File: config.mk
export PLATFORM = sky130hd
export DESIGN_NAME = i_buffer_flat
export DESIGN_NICKNAME = d
export VERILOG_FILES = /design/src/rtl/i_buffer_if.sv /design/src/rtl/i_buffer.sv /design/src/flat_wrapper.sv
export SDC_FILE = /design/constraint.sdc
export NUM_CORES = 1
export LEC_CHECK = 0
export BUFFER_PORTS_ARGS = -buffer_cell sky130_fd_sc_hd__buf_2
export CORE_UTILIZATION = 55
export DETAILED_ROUTE_END_ITERATION = 10
export GPL_ROUTABILITY_DRIVEN = 1
export GPL_TIMING_DRIVEN = 0
export PLACE_DENSITY_LB_ADDON = 0.05
export SLEW_MARGIN = 15
export SYNTH_ARGS = -nofsm -noshare
export SYNTH_HDL_FRONTEND = slang
export SYNTH_SLANG_ARGS = --single-unit
File: constraint.sdc
create_clock -name clk -period 8 [get_ports clk]
set_input_delay 1.6 -clock clk [delete_from_list [all_inputs] [get_ports clk]]
set_output_delay 1.6 -clock clk [all_outputs]
set_load 0.03 [all_outputs]
File: src/rtl/i_buffer_if.sv
// Decode-to-issue handshake bundle for i_buffer: producer push side, consumer show-ahead side, flush and occupancy.
interface i_buffer_if #(
  parameter int PTR_W = 3
);
  logic             flush;
  logic             id_valid;
  logic             id_vacant;
  logic [6:0]       id_opt;
  logic [2:0]       id_funct;
  logic [5:0]       id_rs1;
  logic [5:0]       id_rs2;
  logic [5:0]       id_rd;
  logic [31:0]      id_imm;
  logic             is_ready;
  logic             is_valid;
  logic [6:0]       is_opt;
  logic [2:0]       is_funct;
  logic [5:0]       is_rs1;
  logic [5:0]       is_rs2;
  logic [5:0]       is_rd;
  logic [31:0]      is_imm;
  logic [PTR_W:0]   count;

  modport master (
    output flush, id_valid, id_opt, id_funct, id_rs1, id_rs2, id_rd, id_imm, is_ready,
    input  id_vacant, is_valid, is_opt, is_funct, is_rs1, is_rs2, is_rd, is_imm, count
  );

  modport slave (
    input  flush, id_valid, id_opt, id_funct, id_rs1, id_rs2, id_rd, id_imm, is_ready,
    output id_vacant, is_valid, is_opt, is_funct, is_rs1, is_rs2, is_rd, is_imm, count
  );
endinterface

File: src/rtl/i_buffer.sv
// Circular FIFO of decoded instructions; 1-cycle push-to-head latency, no flow-through.
// Backpressure: id_vacant drops only when full (no full-bypass); is_ready ignored while empty; flush wins.
module i_buffer #(
  parameter int DEPTH = 8,
  parameter int PTR_W = 3
) (
  input  logic      clk,
  input  logic      rst,
  i_buffer_if.slave bus
);

  typedef struct packed {
    logic [6:0]  opt;
    logic [2:0]  funct;
    logic [5:0]  rs1;
    logic [5:0]  rs2;
    logic [5:0]  rd;
    logic [31:0] imm;
  } entry_t;

  localparam logic [PTR_W:0]   CNT_FULL = (PTR_W+1)'(DEPTH);
  localparam logic [PTR_W:0]   CNT_ONE  = (PTR_W+1)'(1);
  localparam logic [PTR_W-1:0] PTR_ONE  = PTR_W'(1);

  entry_t           mem [DEPTH];
  logic [PTR_W-1:0] head;
  logic [PTR_W-1:0] tail;
  logic [PTR_W:0]   count;
  logic             push;
  logic             pop;
  entry_t           wr_entry;
  entry_t           rd_entry;

  assign bus.id_vacant = (count != CNT_FULL);
  assign bus.is_valid  = (count != '0);
  assign bus.count     = count;

  assign push = bus.id_valid & bus.id_vacant;
  assign pop  = bus.is_valid & bus.is_ready;

  assign wr_entry = '{opt: bus.id_opt, funct: bus.id_funct, rs1: bus.id_rs1,
                      rs2: bus.id_rs2, rd: bus.id_rd, imm: bus.id_imm};

  always_ff @(posedge clk) begin
    if (!rst) begin
      head  <= '0;
      tail  <= '0;
      count <= '0;
    end else if (bus.flush) begin
      head  <= '0;
      tail  <= '0;
      count <= '0;
    end else begin
      if (push) tail <= tail + PTR_ONE;
      if (pop)  head <= head + PTR_ONE;
      case ({push, pop})
        2'b10:   count <= count + CNT_ONE;
        2'b01:   count <= count - CNT_ONE;
        default: count <= count;
      endcase
    end
  end

  // Storage is never cleared; occupancy alone decides what is visible.
  always_ff @(posedge clk) begin
    if (rst && !bus.flush && push) mem[tail] <= wr_entry;
  end

  assign rd_entry     = bus.is_valid ? mem[head] : '0;
  assign bus.is_opt   = rd_entry.opt;
  assign bus.is_funct = rd_entry.funct;
  assign bus.is_rs1   = rd_entry.rs1;
  assign bus.is_rs2   = rd_entry.rs2;
  assign bus.is_rd    = rd_entry.rd;
  assign bus.is_imm   = rd_entry.imm;

endmodule

File: src/flat_wrapper.sv
// flat-port wrapper written by rule: the top's interface ports become plain ports
module i_buffer_flat 
#(
  parameter int DEPTH = 8,
  parameter int PTR_W = 3
)
  (clk, rst, bus_flush, bus_id_valid, bus_id_opt, bus_id_funct, bus_id_rs1, bus_id_rs2, bus_id_rd, bus_id_imm, bus_is_ready, bus_id_vacant, bus_is_valid, bus_is_opt, bus_is_funct, bus_is_rs1, bus_is_rs2, bus_is_rd, bus_is_imm, bus_count);
  i_buffer_if #(.PTR_W(PTR_W)) bus_i ();
  input  logic clk;
  input  logic rst;
  input wire logic [$bits(bus_i.flush)-1:0] bus_flush;
  input wire logic [$bits(bus_i.id_valid)-1:0] bus_id_valid;
  input wire logic [$bits(bus_i.id_opt)-1:0] bus_id_opt;
  input wire logic [$bits(bus_i.id_funct)-1:0] bus_id_funct;
  input wire logic [$bits(bus_i.id_rs1)-1:0] bus_id_rs1;
  input wire logic [$bits(bus_i.id_rs2)-1:0] bus_id_rs2;
  input wire logic [$bits(bus_i.id_rd)-1:0] bus_id_rd;
  input wire logic [$bits(bus_i.id_imm)-1:0] bus_id_imm;
  input wire logic [$bits(bus_i.is_ready)-1:0] bus_is_ready;
  output wire logic [$bits(bus_i.id_vacant)-1:0] bus_id_vacant;
  output wire logic [$bits(bus_i.is_valid)-1:0] bus_is_valid;
  output wire logic [$bits(bus_i.is_opt)-1:0] bus_is_opt;
  output wire logic [$bits(bus_i.is_funct)-1:0] bus_is_funct;
  output wire logic [$bits(bus_i.is_rs1)-1:0] bus_is_rs1;
  output wire logic [$bits(bus_i.is_rs2)-1:0] bus_is_rs2;
  output wire logic [$bits(bus_i.is_rd)-1:0] bus_is_rd;
  output wire logic [$bits(bus_i.is_imm)-1:0] bus_is_imm;
  output wire logic [$bits(bus_i.count)-1:0] bus_count;
  assign bus_i.flush = bus_flush;
  assign bus_i.id_valid = bus_id_valid;
  assign bus_i.id_opt = bus_id_opt;
  assign bus_i.id_funct = bus_id_funct;
  assign bus_i.id_rs1 = bus_id_rs1;
  assign bus_i.id_rs2 = bus_id_rs2;
  assign bus_i.id_rd = bus_id_rd;
  assign bus_i.id_imm = bus_id_imm;
  assign bus_i.is_ready = bus_is_ready;
  assign bus_id_vacant = bus_i.id_vacant;
  assign bus_is_valid = bus_i.is_valid;
  assign bus_is_opt = bus_i.is_opt;
  assign bus_is_funct = bus_i.is_funct;
  assign bus_is_rs1 = bus_i.is_rs1;
  assign bus_is_rs2 = bus_i.is_rs2;
  assign bus_is_rd = bus_i.is_rd;
  assign bus_is_imm = bus_i.is_imm;
  assign bus_count = bus_i.count;
  i_buffer #(.DEPTH(DEPTH), .PTR_W(PTR_W)) u_core (.clk(clk), .rst(rst), .bus(bus_i));
endmodule
---- Word level (Yosys, flattened, before mapping) ----
Memory sizes are Yosys's and may differ from the RTL's. A register that Yosys moved wholly into a read port is not among the register bits.
Cells that the tools add are included.
word-level totals
  register bits ........................... 10
  bits in writable memories ............... 480
  memories ................................ 1
operators by class
  reductions and logical operators ........ 6
  add/subtract/negate cells ............... 4
  eq/ne operators ......................... 3
  muxes and demuxes ....................... 6
  bitwise logic cells ..................... 3
memories
  memory      depth  bits a word  rd ports  clocked after memory_dff  write ports  line            text
  u_core.mem  8      60           1         1                         1            i_buffer.sv:25  entry_t mem [DEPTH];
operators by type and width
  kind                                              count
  two-way mux 60 bit                                1
  one-hot mux 4 bit (2 select lines)                1
  adder 3 x 1 -> 3 bit, second input constant       2
  two-way mux 3 bit                                 2
  adder 4 x 1 -> 4 bit, second input constant       1
  inequality test 4 bit, second input constant      1
  nonzero test 4 bit                                1
  subtractor 4 x 1 -> 4 bit, second input constant  1
  bitwise AND 1 bit                                 2
  == test 2 x 1 -> 1 bit, second input constant     1
  == test 2 bit, second input constant              1
  logical AND 1 bit                                 2
  two-way mux 1 bit                                 2
  nonzero test 2 bit                                1
  OR reduction 2 bit                                1
  logical NOT 1 bit                                 1
  NOT 1 bit                                         1

---- Depth between registers and ports, before layout ----
  depth in word-level cells ............... 5
  gate-level depth with buffers ........... 11
  gate-level depth less buffers ........... 10

---- Worst setup path before layout ----
OpenSTA, ideal clock, no wires.
  path kind ............................... in2reg
  start ................................... input port rst
  end ..................................... memory u_core.mem[1][0] (netlist bit), enable pin
  data arrival time ....................... 6.022 ns
  path buffers ............................ 0
  data required time ...................... 7.448 ns
  path slack .............................. 1.426 ns
  cell stages on the path ................. 3
  path through ............................ nor2b_1 nand4_1 nor3_1
on the way
  longest elaborated chain between the ends .. 4
RTL lines
  what                                     line                text
  start: declaration                       flat_wrapper.sv:10  input logic rst;
  logical AND 1 bit (2 in a row)           i_buffer.sv:66      if (rst && !bus.flush && push) mem[tail] <= wr_entry;
  two-way mux 1 bit                        i_buffer.sv:66
  two-way mux 1 bit (not written as such)  i_buffer.sv:66
  end: declaration                         i_buffer.sv:25
No other way between the ends.

---- Worst setup path after layout ----
  start ................................... register u_core.count[0] (netlist: u_core.bus.count[0])
  end ..................................... output port bus_is_imm[0]
on the way
  longest elaborated chain between the ends .. 2
RTL lines
  what                      line                text
  start: declaration        i_buffer.sv:28      logic [PTR_W:0] count;
  start signal: assignment  i_buffer.sv:57      2'b10: count <= count + CNT_ONE;
  start signal: assignment  i_buffer.sv:58      2'b01: count <= count - CNT_ONE;
  start signal: assignment  i_buffer.sv:59      default: count <= count;
  nonzero test 4 bit        i_buffer.sv:35      assign bus.is_valid = (count != '0);
  two-way mux 60 bit        i_buffer.sv:69      assign rd_entry = bus.is_valid ? mem[head] : '0;
  end: declaration          flat_wrapper.sv:27  output wire logic [$bits(bus_i.is_imm)-1:0] bus_is_imm;
No other way between the ends.

==> metrics.md <==
| Metric | Value |
|---|---|
| Clock Path Buffers | 3 |
| CP Max Fanout | 10 |
| Placed Area | 0.0208 sq mm |
| Nets | between 1k and 1.5k |
| Initial antenna violation count | 4 |
| Worst hold slack | approximately 0.53 ns |
| DRC | 0 |
| Layout cell share with drive strength beyond 1 | between 30% and 40% |
| Final setup TNS | 0 ns |
| Crit start category | flop |
| Root Driver | clkbuf_16 |
| Congestion Overflow GR | 0 |
| Clk sinks | 493 |
| Placed cell count | 1450 |
| Post-Syn Area per Cell | 22.6 sq um |
| Worst EP required | 6.40 ns |
| Core Footprint | approximately 0.034 sq mm |
| Tmin final | 4.45 ns |
| Num CTS Buffers | 50 |
| Port bufs | 130 |
| Mapped cell area | 0.0189 sq mm |
| Worst path slowest cell | nor4_4 |
| RePlAce Congestion | slightly below 0.7 |
| Final core utilization | 66.4% |
| Post-Synthesis Cells | 838 |
| Setup crit end kind | output pin |
| Internal Power | around 4.2 mW |
| Final wirelength | 37600 microns |
| Outcome | completed |
| CP arrival | between 2 and 3 ns |
| Antenna Nets Post-Route | 0 |
| Commonest non-fill, non-tap cell in the layout | edfxtp_1 |
| DP HPWL | 23400 microns |
| CTS tree | done |
| Fmax | 0.225 GHz |
| Die ar. | 0.0352 sq mm |
| Initial core utilization | 56.2% |
| Row Count | 67 |
| Sw Pwr | 1.07 mW |
| Pleak | roughly 7.2 nW |
| Crit path buf inv count | 2 |
| Clock Skews | 0.0188 ns |
| Setup bufs post-CTS | 0 |
| Setup Viol. Count Final | 0 |
| DRT Pass-1 Iters | 5 |
| Area share of the largest cell type after synthesis | 76.2% |
| WS Path Type | flop to output pin |
| Yosys top cell by area | edfxtp_1 |
| Largest net degree at the start of global routing | 23 |
| Overall Power | 5.31 mW |
| Finished Cell Area | between 0.02 and 0.025 sq mm |
| Layout area overhead | 18.3% |
| Max-Slew Margin vs Limit | 36.5% |
| Hold crit path type | flop to flop |
| Yosys synthesis warning count | 0 |
| Register share of total power | between 50 and 60% |
| Via count | slightly below 9k |
| Post-Layout Cell Count | 1543 |
| Logic pwr share | under 10% |
| Peak VDD IR | about 0.17 mV |
| Pre-CTS setup slack | around 4.0 ns |
| Vias in the first global route | 9114 |
| Share of total power in the clock network | 42.0% |
| Post-synth EDFFs | 480 |
| Distinct cell type count after synthesis | 37 |
| H-tree levels | 2 |
| RSZ-0062 raised after global routing | no |
| Largest stage delay on the critical path | about 0.85 ns |
| # IOs | 131 |
| Hold-fix buffers, CTS | 0 |
| Post-DR wirelength/cell | 24.3 microns |
| Post-CTS Resized | 0 |
| First-pass GRT wire length | around 57000 microns |
| Worst slew pin tran | around 0.95 ns |
| Final worst slack | approximately 3.5 ns |
| Sw frac | just over 20% |
| DR vias/cell | 5.79 |
| Clock Latency Late Sink | 0.57 ns |
| Syn_nets | 908 |
| Synth async-reset ratio | 0% |
| Die span in y | 188 microns |
| Commonest non-fill, non-tap cells in the layout | 480 x edfxtp_1, 146 x buf_2, 120 x mux4_2 |
| Hold Fails Final Rpt | 0 |
| All-Layer GR Usage | 22.1% |
| Seq/Total Area, Yosys | between 70 and 80% |
| Largest delay share family, worst path | simple AND/OR/NAND/NOR gates |
| Ratio of final minimum period to clock period | a little under three fifths |
| Leading cell types by total area after synthesis | edfxtp_1 76%, mux4_2 14%, mux2i_1 3.2%, nor2_1 1.5%, dfxtp_1 1.4% |
| Yosys reg bits | 493 |
| Critical Path, Cell by Cell | nor4_4, clkbuf_1, nor2_1, buf_2 |
| DR iter-0 viols | 715 |
| Die width | 188 microns |
| PwrDens | 237 mW/mm^2 |
| Slew Limit Fails | 0 |
| Top_reg_cell synth | edfxtp_1 |
| Maxcap violations | 0 |
| Worst-path clk slew | ~0.06 ns |
-- power groups by stage --
stage          Combinational [mW]  Sequential (mW)  Clock (mW)
6_report                    0.229             2.85        2.23
4_1_cts                     0.233             2.85        2.27
2_1_floorplan               0.128             2.91           0
3_5_place_dp                0.232             2.91           0
3_3_place_gp                0.221             2.91           0
5_1_grt                     0.247             2.85        2.37
-- registers in the layout (all words and copies together), names as in the netlist, named ones only --
signal            count
u_core.mem          480
u_core.bus.count      4
u_core.head           3
u_core.tail           3
-- Yosys cell counts, types with 2 or more instances --
| cell type | n |
|---|---|
| buf_2 | 16 |
| nand2_1 | 3 |
| xor2_1 | 5 |
| edfxtp_1 | 480 |
| nand4_1 | 2 |
| mux2i_1 | 61 |
| o21ai_0 | 2 |
| a21oi_1 | 3 |
| ha_1 | 5 |
| buf_1 | 3 |
| dfxtp_1 | 13 |
| nor2_1 | 74 |
| clkbuf_1 | 11 |
| nand2b_1 | 4 |
| nand3_1 | 3 |
| buf_6 | 12 |
| nor2b_1 | 2 |
| mux4_2 | 120 |
-- per-layer routing --
layer / GRT usage, % / up-vias / wire (microns)
met5: 0 / - / 11
met4: 6.41 / 2 / 761
li1: - / 3926 / -
met3: 3.54 / 54 / 1940
met2: 34.2 / 255 / 17700
met1: 33.3 / 4701 / 17100
-- layout make-up --
type | count | area, sq um
Fill cell | 2283 | 11300
Inverter | 1 | 3.75
Sequential cell | 493 | 14700
Clock buffer | 69 | 1370
Tap cell | 448 | 561
Clock inverter | 21 | 195
Multi-Input combinational cell | 301 | 4030
Buffer | 43 | 275
Timing Repair Buffer | 164 | 1270
Antenna cell | 3 | 7.51
-- worst register-to-register path: stages, from the launching register on --
cell     delay [ns]
dfxtp_1        0.39
nor4_4         0.85
inv_2          0.14
and2_4         0.23
ha_1           0.25
xor2_1         0.16
ha_1           0.18
a21oi_1        0.14
xor2_1         0.09
or3_1          0.30
a21oi_1        0.14
-- worst paths after layout --
kind	startpoint	cells past startpoint	slack, ns	end
worst max-delay path	u_core.bus.count[0]$_SDFFE_PP0P_	4	3.55	bus_is_imm[0]
worst max register to register	u_core.bus.count[0]$_SDFFE_PP0P_	10	5.05	u_core.bus.count[2]$_SDFFE_PP0P_
worst min-delay path	u_core.head[1]$_SDFFE_PP0N_	2	0.53	flop
worst min register to register	u_core.head[1]$_SDFFE_PP0N_	2	0.53	flop
-- cell families after synthesis --
kind of cell | after synthesis | synth area share [%]
multiplexers | 181 | 17.5
AND/OR/NAND/NOR | 100 | 2.55
adder cells (fa/ha/maj) | 5 | 0.331
XOR/XNOR | 7 | 0.364
buffers and inverters | 44 | 1.47
AO/OA/AOI/OAI | 8 | 0.251
flip-flops | 493 | 77.5
(Power assumes the default switching activity.)
